<file path="src/rtl/switch_event_ctrl.sv">
// Push-switch front end: synchronise, debounce on pulse_en, arbitrate presses
// into a small code FIFO that the processor pops through a memory-mapped read.
module switch_event_ctrl #(
    parameter int NUM_SW     = 3,
    parameter int DEB_TICKS  = 4,
    parameter int FIFO_DEPTH = 4
) (
    input  logic              clk,
    input  logic              clr,
    input  logic              pulse_en,
    input  logic              rd_en,
    input  logic [31:0]       addr,
    input  logic [NUM_SW-1:0] switches,
    output logic [31:0]       rd_data,
    output logic              irq,
    output logic              overflow
);

    localparam int         PTR_W     = $clog2(FIFO_DEPTH);
    localparam logic [3:0] DEB_LIMIT = 4'(DEB_TICKS);
    localparam logic [4:0] DEPTH_CNT = 5'(FIFO_DEPTH);

    logic [NUM_SW-1:0] sync1_r;
    logic [NUM_SW-1:0] sync2_r;
    logic [NUM_SW-1:0] deb_r;
    logic [3:0]        cnt_r [NUM_SW];
    logic [NUM_SW-1:0] pending_r;
    logic [2:0]        fifo_mem_r [FIFO_DEPTH];
    logic [PTR_W-1:0]  wr_ptr_r;
    logic [PTR_W-1:0]  rd_ptr_r;
    logic [4:0]        count_r;
    logic              overflow_r;
    logic              irq_r;

    logic [NUM_SW-1:0] deb_next_s;
    logic [3:0]        cnt_next_s [NUM_SW];
    logic [NUM_SW-1:0] rise_s;
    logic [NUM_SW-1:0] grant_mask_s;
    logic [NUM_SW-1:0] pending_next_s;
    logic [2:0]        grant_idx_s;
    logic              grant_valid_s;
    logic [2:0]        grant_code_s;
    logic              sel_ok_s;
    logic              data_sel_s;
    logic              status_sel_s;
    logic              empty_s;
    logic              full_s;
    logic              pop_s;
    logic              push_s;
    logic              ovf_set_s;
    logic              overflow_next_s;
    logic [4:0]        count_next_s;
    logic [31:0]       rd_data_s;
    logic              addr_unused_s;

    assign addr_unused_s = ^{addr[31:24], addr[22:3]};

    assign sel_ok_s     = rd_en & addr[23];
    assign data_sel_s   = sel_ok_s & (addr[2:0] == 3'b001);
    assign status_sel_s = sel_ok_s & (addr[2:0] == 3'b010);
    assign empty_s      = (count_r == 5'd0);
    assign full_s       = (count_r == DEPTH_CNT);
    assign pop_s        = data_sel_s & ~empty_s;
    // A pop in the same cycle frees the slot, so a full FIFO still accepts the push.
    assign push_s       = grant_valid_s & (~full_s | pop_s);
    assign grant_code_s = grant_idx_s + 3'd1;
    assign ovf_set_s    = |(rise_s & pending_r);

    // Per-switch debounce counter and debounced level, advanced only on pulse_en.
    always_comb begin
        for (int i = 0; i < NUM_SW; i++) begin
            cnt_next_s[i] = cnt_r[i];
            deb_next_s[i] = deb_r[i];
            rise_s[i]     = 1'b0;
            if (pulse_en) begin
                if (sync2_r[i] != deb_r[i]) begin
                    if ((cnt_r[i] + 4'd1) == DEB_LIMIT) begin
                        cnt_next_s[i] = 4'd0;
                        deb_next_s[i] = ~deb_r[i];
                        rise_s[i]     = ~deb_r[i];
                    end else begin
                        cnt_next_s[i] = cnt_r[i] + 4'd1;
                    end
                end else begin
                    cnt_next_s[i] = 4'd0;
                end
            end else begin
                cnt_next_s[i] = cnt_r[i];
            end
        end
    end

    // Lowest-index pending switch wins the single push slot.
    always_comb begin
        grant_valid_s = 1'b0;
        grant_idx_s   = 3'd0;
        for (int i = NUM_SW - 1; i >= 0; i--) begin
            if (pending_r[i]) begin
                grant_valid_s = 1'b1;
                grant_idx_s   = 3'(i);
            end else begin
                grant_valid_s = grant_valid_s;
            end
        end
    end

    // Pending bits: clear the granted one, latch new presses unless already pending.
    always_comb begin
        grant_mask_s = '0;
        if (push_s) begin
            grant_mask_s[grant_idx_s] = 1'b1;
        end else begin
            grant_mask_s = '0;
        end
        pending_next_s = (pending_r & ~grant_mask_s) | (rise_s & ~pending_r);
    end

    // Occupancy count and sticky overflow next-state.
    always_comb begin
        case ({push_s, pop_s})
            2'b10:   count_next_s = count_r + 5'd1;
            2'b01:   count_next_s = count_r - 5'd1;
            default: count_next_s = count_r;
        endcase
        if (ovf_set_s) begin
            overflow_next_s = 1'b1;
        end else if (status_sel_s) begin
            overflow_next_s = 1'b0;
        end else begin
            overflow_next_s = overflow_r;
        end
    end

    // Combinational read-data mux for the DATA and STATUS registers.
    always_comb begin
        if (data_sel_s) begin
            if (empty_s) begin
                rd_data_s = 32'h0;
            end else begin
                rd_data_s = {29'h0, fifo_mem_r[rd_ptr_r]};
            end
        end else if (status_sel_s) begin
            rd_data_s = {24'h0, overflow_r, full_s, empty_s, count_r};
        end else begin
            rd_data_s = 32'h0;
        end
    end

    // Synchroniser, debounce, pending and overflow state.
    always_ff @(posedge clk or posedge clr) begin
        if (clr) begin
            sync1_r    <= '0;
            sync2_r    <= '0;
            deb_r      <= '0;
            pending_r  <= '0;
            overflow_r <= 1'b0;
            for (int i = 0; i < NUM_SW; i++) begin
                cnt_r[i] <= 4'd0;
            end
        end else begin
            sync1_r    <= switches;
            sync2_r    <= sync1_r;
            deb_r      <= deb_next_s;
            pending_r  <= pending_next_s;
            overflow_r <= overflow_next_s;
            for (int i = 0; i < NUM_SW; i++) begin
                cnt_r[i] <= cnt_next_s[i];
            end
        end
    end

    // Event FIFO storage, pointers, count and interrupt.
    always_ff @(posedge clk or posedge clr) begin
        if (clr) begin
            wr_ptr_r <= '0;
            rd_ptr_r <= '0;
            count_r  <= 5'd0;
            irq_r    <= 1'b0;
            for (int i = 0; i < FIFO_DEPTH; i++) begin
                fifo_mem_r[i] <= 3'd0;
            end
        end else begin
            if (push_s) begin
                fifo_mem_r[wr_ptr_r] <= grant_code_s;
                wr_ptr_r             <= wr_ptr_r + PTR_W'(1);
            end
            if (pop_s) begin
                rd_ptr_r <= rd_ptr_r + PTR_W'(1);
            end
            count_r <= count_next_s;
            irq_r   <= (count_next_s != 5'd0);
        end
    end

    assign rd_data  = rd_data_s;
    assign irq      = irq_r;
    assign overflow = overflow_r;

endmodule
</file>
<file path="config.mk">
export PLATFORM = sky130hd
export DESIGN_NAME = switch_event_ctrl
export DESIGN_NICKNAME = d
export VERILOG_FILES = /design/src/rtl/switch_event_ctrl.sv
export SDC_FILE = /design/constraint.sdc
export NUM_CORES = 1
export LEC_CHECK = 0
export CAP_MARGIN = 30
export CORE_MARGIN = 4
export CORE_UTILIZATION = 52
export DETAILED_ROUTE_END_ITERATION = 6
export GPL_TIMING_DRIVEN = 0
export PLACE_DENSITY = 0.82
export SYNTH_ARGS = -nofsm -noshare
export SYNTH_HDL_FRONTEND = slang
export SYNTH_SLANG_ARGS = --single-unit
export TNS_END_PERCENT = 10
</file>
<file path="constraint.sdc">
create_clock -name clk -period 4.9 [get_ports clk]
set_input_delay 0.98 -clock clk [delete_from_list [all_inputs] [get_ports clk]]
set_output_delay 0.98 -clock clk [all_outputs]
set_load 0.03 [all_outputs]
</file>
Yosys cells after proc, flatten, opt, wreduce, memory -nomap -nowiden:

Index checks and enable logic that the tools add are counted.

* flip-flop bits (word level): 47
* output and inout port bits: 34
* logic and storage cells: 106

* $add $sub $neg: 8
* order comparisons: 5
* eq/ne operators: 11
* muxes and demuxes: 36
* bitwise logic cells: 19
* reductions and logical operators: 9

Operator list (number)
* $mux 32: 1
* $mux 4: 6
* $mux 3: 7
* $mux 1: 15
* $add 4x1->4 const B: 3
* $bwmux 12: 1
* $eq 4x3->1 const B: 3
* $pmux 5 s2: 1
* $and 3x3->3: 3
* $reduce_and 3->1: 3
* $mux 8: 1
* $bmux 3 s2: 1
* $demux 3 s2: 1
* $ge 3x3->1 const B: 2
* $not 2->3: 2
* $not 3->3: 2
* $add 5x1->5 const B: 1
* $and 1x1->1: 5
* $eq 5x3->1 const B: 1
* $logic_not 5->1: 1
* $not 1->1: 5
* $reduce_bool 5->1: 1
* $sub 5x1->5 const B: 1
* $add 2x1->2 const B: 2
* 16 further kinds: 19

Longest topological paths before layout:

Gate-level depths: netlist of the first run.

* depth in word-level cells: 11
* gate-level depth with buffers: 14
* mapped depth without buffers: 12

Worst setup path after synthesis of the first run:

Ideal clock, no wire load.

* path type: input to register
* from: input port addr[2]
* to: register irq_r (netlist: irq)
* library setup time: 0.131 ns
* data arrival time: 3.456 ns
* data required time: 4.769 ns
* setup slack: 1.313 ns
* cell stages on the path: 13
* path buffers: 1
* cells stage by stage: nand3b_4 o311ai_2 o31a_1 buf_2 inv_1 ha_1 xor2_1 ha_1 a21oi_2 mux2i_1 xnor2_1 or3_1 or3_1

* cells in the longest elaborated chain, start to end: 8

Ends and longest elaborated chain
* from (decl): RTL line 12 `input logic [31:0] addr,`
* $eq 3x1->1 (*): RTL line 59 `assign data_sel_s = sel_ok_s & (addr[2:0] == 3'b001);`
* $and 1x1->1 (*): RTL line 59
* $and 1x1->1 (*): RTL line 63 `assign pop_s = data_sel_s & ~empty_s;`
* $or 1x1->1: RTL line 65 `assign push_s = grant_valid_s & (~full_s | pop_s);`
* $and 1x1->1: RTL line 65
* $eq 2x1->1 / $eq 2x2->1 (equally long branches): RTL line 120 `case ({push_s, pop_s})`
* $pmux 5 s2 (*): RTL line 120
* named net count_next_s[2]: RTL line 52 `logic [4:0] count_next_s;`
* $reduce_bool 5->1 (*): RTL line 191 `irq_r <= (count_next_s != 5'd0);`
* to (signal assigned): RTL line 191
* to (decl): RTL line 33 `logic irq_r;`

Mark *: on every way through the listed nets, which the timed path passes. The rest lies on a longest branch.
A chain may end at the register's enable or synchronous reset.

Worst setup path in the final report of the first run:

* from: input port addr[23]
* to: output port rd_data[5]

* cells in the longest elaborated chain, start to end: 4

Ends and longest elaborated chain
* $and 1x1->1 (*): RTL line 58 `assign sel_ok_s = rd_en & addr[23];`
* $and 1x1->1: RTL line 60 `assign status_sel_s = sel_ok_s & (addr[2:0] == 3'b010);`
* $mux 8: RTL line 142 `end else if (status_sel_s) begin`
* $mux 32 (*): RTL line 136 `if (data_sel_s) begin`
* to (decl): RTL line 14 `output logic [31:0] rd_data,`

Every way passes the cells marked *; elsewhere a longest branch is shown, timed or not.

==> run metrics, run 1 <==
status finished clean; post-synthesis sequential area ratio 43.76%; required time worst endpoint between 3 and 4 ns; slew at the pin with the worst max-slew slack 0.9007 ns; Slew headroom 39.82%; Die Ht 79.89 um; CTS Sinks 47; Setup CP Type in2out; P&R area growth vs syn 18.06%; first-pass GRT wire length approximately 8.3 mm; setup bufs post-CTS 0; main flop type after synthesis dfrtp_1; FF-to-FF path depth 13; Die X 79.89 um; yosys warns 0; reg2reg start count_r[0]$_DFF_PP0_; CP startpoint kind input port; Die Area 6382 um^2; Post-synth EDFFs 0; clock slew at reported path FFs roughly 0.080 ns; worst min-delay path category reg2reg; Core ar. 4848 um^2; Pwr Total 0.001241 W; initial core utilization 55.43%; most frequent cells in the layout dfrtp_1 (47), buf_4 (24), conb_1 (24); most common cell after layout, fill and taps aside dfrtp_1; DRC marker count from the first detailed-route iteration 74; drt total wl 4.925 mm; fin crit period 4.409 ns; syn avg cell area 10.42 um^2; PortBufs 20; GP Congestion 0.8058; GRT Residual Overflow 0; Pwr Density 391.1 nW/um^2; mapped cell area 2688 um^2; Final HPWL DP between 3 and 4 mm; Slew Viols, Final 0; crit end category primary output; unrepaired setup endpoints after global routing no; max_cap viols 0; Crit Reg-Reg Endpoint irq$_DFF_PP0_; GRT Overall Usage 16.66%; Seq cells post-synth 47; CTS buffer count 5; Layout Nets ~360; antenna violations before repair 0; post-synth cell types 53; 1st-pass router iterations 4; Fin Setup TNS 0 ns; Clock Latency Late Sink 0.30 ns; Final Setup Violations 0; R2R Setup Slk 1.52 ns; # DRC 0; worst-path fanout max 8; Via Count 1930; Core Rows 25; Worst EP arrival 3.43 ns; Synth Instances 258; post-route ant nets 0; # fillers 398; IR Drop Worst-Case VDD 0.0002480 V; layout cells sized above 1 15.16%; fin crit share 89.97%; worst setup path endpoint rd_data[5]; largest net degree at the start of global routing 44; max frequency about 230 MHz; WL/cell roughly 13 um; CTS Buffer Depth 2; IO Count 73; endpoints failing hold 0; number of global-route vias before repair 1838; CTS tree yes; n_diodes 0; Resize count post-CTS 0; Critical Path Source addr[23]; Post-synth ARST share 100.0%; average vias per placed instance 5.119; root buffer cell clkbuf_8; # hold bufs at CTS 0; leakage power figure 1.548 nW; H-Tree Depth 2; clock skew 0.005353 ns
[Yosys cell counts, types with 3 or more instances]
library cell	n	area [um^2]
a31oi_1	3	18.77
xor2_1	6	52.55
nand3_1	10	50.05
inv_1	21	78.83
buf_4	24	180.2
mux4_2	3	67.56
nand2_1	19	71.32
dfrtp_1	47	1176
nor2b_1	4	25.02
a21oi_1	5	25.02
nor2_1	6	22.52
o21ai_0	17	85.08
mux2_1	9	101.4
o22ai_1	3	18.77
and2_1	8	50.05
xnor2_1	11	96.34
ha_1	13	162.7
and3_1	4	25.02
[power breakdown]
part | internal, W | total [W] | switching [W]
Sequential | 0.000480 | 0.000569 | 0.0000892
Combinational | 0.000194 | 0.000425 | 0.000232
Clock | 0.000116 | 0.000246 | 0.000130
[flip-flops by register name, summed over array words and instances (netlist names)]
signal,flops
cnt_r,12
count_r,5
deb_r,3
fifo_mem_r,12
irq,1
overflow,1
pending_r,3
rd_ptr_r,2
sync1_r,3
sync2_r,3
wr_ptr_r,2
[cell families (layout without fill, tap and decap cells)]
kind of cell	Yosys count	in the layout	share of synthesized area [%]
buf+inv	51	80	10.85
compound gates	47	47	11.97
other cells	1	24	0.1395
flops	47	47	43.76
simple gates	67	67	14.25
fa+ha+maj	13	13	6.052
xor+xnor	17	17	5.540
mux	15	15	7.449
[through the flow]
step	cell area, um^2	cells	hold slack, ns	utilization [%]	setup slack [ns]
6_report	3173	377	0.3541	65.45	0.4912
5_1_grt	3173	377	0.3671	65.45	0.3515
3_3_place_gp	3058	368	0.3333	63.07	0.5195
3_5_place_dp	3078	369	0.3355	63.48	0.5054
4_1_cts	3173	377	0.3557	65.45	0.5045
2_1_floorplan	2774	281	0.3312	-	1.313
[critical path, stage by stage]
cell and delay (ns):
clkdlybuf4s50_1 0.51, nand3b_4 0.10, nor3b_1 0.74, inv_1 0.20, nor3_1 0.19, clkdlybuf4s50_1 0.70
[worst min path at each step]
stage                                    start                    to  depth (start not counted)
after floorplan           sync1_r[0]$_DFF_PP0_  sync2_r[0]$_DFF_PP0_                          0
after global placement    sync1_r[2]$_DFF_PP0_  sync2_r[2]$_DFF_PP0_                          0
after detailed placement  sync1_r[0]$_DFF_PP0_  sync2_r[0]$_DFF_PP0_                          0
after CTS                 sync1_r[0]$_DFF_PP0_  sync2_r[0]$_DFF_PP0_                          0
after global routing      sync1_r[0]$_DFF_PP0_  sync2_r[0]$_DFF_PP0_                          0
final                     sync1_r[0]$_DFF_PP0_  sync2_r[0]$_DFF_PP0_                          0
[cell type report]
type	count	area, um^2	share of cell area, %
Multi-Input combinational cell	183	1306	41.17
Sequential cell	47	1176	37.07
Clock inverter	1	8.758	0.2760
Inverter	21	78.83	2.484
Buffer	30	212.7	6.703
Clock buffer	7	86.33	2.721
Timing Repair Buffer	21	220.2	6.940
Tap cell	67	83.83	2.642
[routing by layer]
metal	global-route usage, %	vias to the layer above	part of all wire, %	routed length, um
li1	-	944	-	-
met1	21.02	940	44	2156
met2	28.15	37	50	2442
met3	3.725	9	5.0	248
met4	5.574	0	1.5	76
met5	0	-	0	0
Note: power is estimated with default switching activity, not from simulation.
==> inputs of run 2 (changes only) <==
--- a/config.mk
+++ b/config.mk
@@ -8,2 +8,3 @@
 export CAP_MARGIN = 30
+export CORE_ASPECT_RATIO = 0.75
 export CORE_MARGIN = 4
==> constraint.sdc (replaced) <==
create_clock -name clk -period 4.9 [get_ports clk]
set_input_delay 0.49 -clock clk [delete_from_list [all_inputs] [get_ports clk]]
set_output_delay 0.49 -clock clk [all_outputs]
set_load 0.03 [all_outputs]
==> run metrics, run 2 (synthesis gave the netlist of run 1 again) <==
clock slew at reported path FFs 0.09 ns (was 0.08 ns); Die Ht 70.26 um (was 79.89 um); IO Count 73 (unchanged); PortBufs 20 (unchanged); largest net degree at the start of global routing 25 (was 44); fin cells 369 (was 377); worst-path fanout max 8 (unchanged); fin crit share 72.52% (was 89.97%); fin crit period 3.553 ns (was 4.409 ns); Top Registers cnt_r: 12 flops, fifo_mem_r: 12 flops, count_r: 5 flops (unchanged); Core Rows 22 (was 25); GP Congestion 0.7796 (was 0.8058); P&R area growth vs syn 17.74% (was 18.06%); final worst slack 1.347 ns (was 0.4912 ns); Resize count post-CTS 0 (unchanged); slew at the pin with the worst max-slew slack 0.8316 ns (was 0.9007 ns); layout cells sized above 1 15.21% (was 15.16%); endpoints failing hold 0 (unchanged); Final Setup Violations 0 (unchanged); antenna violations before repair 0 (unchanged); Setup CP Type in2reg (was in2out); Pwr Density 390.8 nW/um^2 (was 391.1 nW/um^2); initial core utilization 54.24% (was 55.43%); total area of sequential cells 1176 um^2 (unchanged); most frequent cells in the layout dfrtp_1 (47), buf_4 (24), conb_1 (24) (unchanged); Slew Viols, Final 0 (unchanged); area of the multi-input gates 1306 um^2 (unchanged); placed inst area 3077 um^2 (was 3078 um^2); worst min-delay path category reg2reg (unchanged); first-pass GRT wire length 8.514 mm (was 8.280 mm); crit end category flip-flop (was primary output); Final Instance Area 3164 um^2 (was 3173 um^2); DRC marker count from the first detailed-route iteration 85 (was 74); n_diodes 0 (unchanged); Clock Latency Late Sink 0.29 ns (was 0.30 ns); number of global-route vias before repair 1838 (unchanged); unrepaired setup endpoints after global routing no (unchanged); Final HPWL DP 3.764 mm (was 3.711 mm); Cells after DPL 362 (was 369); setup bufs post-CTS 0 (unchanged); Via Count 1875 (was 1930); CP startpoint kind input port (unchanged); max frequency 281.4 MHz (was 226.8 MHz); Fin Setup TNS 0 ns (unchanged); leakage power figure 1.550 nW (was 1.548 nW); status finished clean (unchanged); GRT Residual Overflow 0 (unchanged); # fillers 400 (was 398); Worst EP arrival 3.73 ns (was 3.43 ns); CTS tree yes (unchanged); Die X 91.02 um (was 79.89 um); CTS buffer count 5 (unchanged); CTS Sinks 47 (unchanged); clock skew 0.007440 ns (was 0.005353 ns); Slew headroom 44.44% (was 39.82%); required time worst endpoint 5.08 ns (was 3.92 ns); Layout Utilization 63.86% (was 65.45%); Layout Nets 361 (unchanged); 1st-pass router iterations 4 (unchanged); root buffer cell clkbuf_8 (unchanged); H-Tree Depth 2 (unchanged); # hold bufs at CTS 0 (unchanged); average vias per placed instance 5.081 (was 5.119); drt total wl 4.858 mm (was 4.925 mm); max_cap viols 0 (unchanged); # DRC 0 (unchanged); IR Drop Worst-Case VDD 0.0001840 V (was 0.0002480 V); GRT Overall Usage 16.17% (was 16.66%); Core ar. 4955 um^2 (was 4848 um^2); most common cell after layout, fill and taps aside dfrtp_1 (unchanged); CTS Buffer Depth 2 (unchanged); Die Area 6395 um^2 (was 6382 um^2); Post-Place Setup Slack 1.049 ns (was 0.5054 ns); WL/cell 13.17 um (was 13.06 um); post-route ant nets 0 (unchanged)
==> run 2: cell types whose count changed in the layout (fill, tap and decap cells not counted) <==
cell      change
buf_16        +1
clkbuf_1      -1
clkinv_2      +1
clkinv_4      -1
buf_12        -1
==> run 2: worst paths after layout <==
kind	from	endpoint	slack (ns)	cells after the start
min	sync1_r[0]$_DFF_PP0_	sync2_r[0]$_DFF_PP0_	0.35	0
min reg2reg	sync1_r[0]$_DFF_PP0_	sync2_r[0]$_DFF_PP0_	0.35	0
max	addr[23]	irq$_DFF_PP0_	1.35	14
max reg2reg	count_r[0]$_DFF_PP0_	irq$_DFF_PP0_	1.55	13
max in group asynchronous	clr	cnt_r[5]$_DFFE_PP0P_	3.82	3
min in group asynchronous	clr	cnt_r[10]$_DFFE_PP0P_	0.57	2
==> run 2: layout make-up <==
class	instances	area share, %
buffer	30	6.722
clock buffer	6	2.610
clock inverter	1	0.1582
inverter	21	2.491
multi-input combinational	183	41.28
sequential	47	37.17
tap	60	2.372
timing repair buffer	21	7.197
==> run 2: per-layer routing <==
| metal | up-vias | wire length (um) | global-route usage, % |
|---|---|---|---|
| li1 | 947 | - | - |
| met1 | 891 | 2415 | 23.06 |
| met2 | 35 | 2232 | 25.12 |
| met3 | 2 | 198 | 3.767 |
| met4 | 0 | 12 | 3.512 |
| met5 | - | 0 | 0 |
==> run 2: metrics by stage <==
step / hold slack (ns) / power, W
finish: 0.3519 / 0.001237
detailed placement: 0.3347 / 0.001006
floorplan: 0.3312 / 0.0008990
global route: 0.3600 / 0.001331
CTS: 0.3536 / 0.001241
global placement: 0.3340 / 0.0009794
==> run 2: critical path, stage by stage <==
cell and delay [ns]:
clkdlybuf4s50_1 0.50, nand3b_4 0.11, o311ai_2 0.35, o31a_1 0.19, buf_2 0.19, inv_1 0.08, ha_1 0.25, xor2_1 0.16
ha_1 0.23, a21oi_2 0.13, mux2i_1 0.24, xnor2_1 0.11, or3_1 0.39, or3_1 0.31
==> run 2: report_power, final <==
group          internal (W)  switching [W]  total [W]
combinational      0.000195       0.000231   0.000426
clock              0.000111       0.000123   0.000234
sequential         0.000480      0.0000965   0.000577
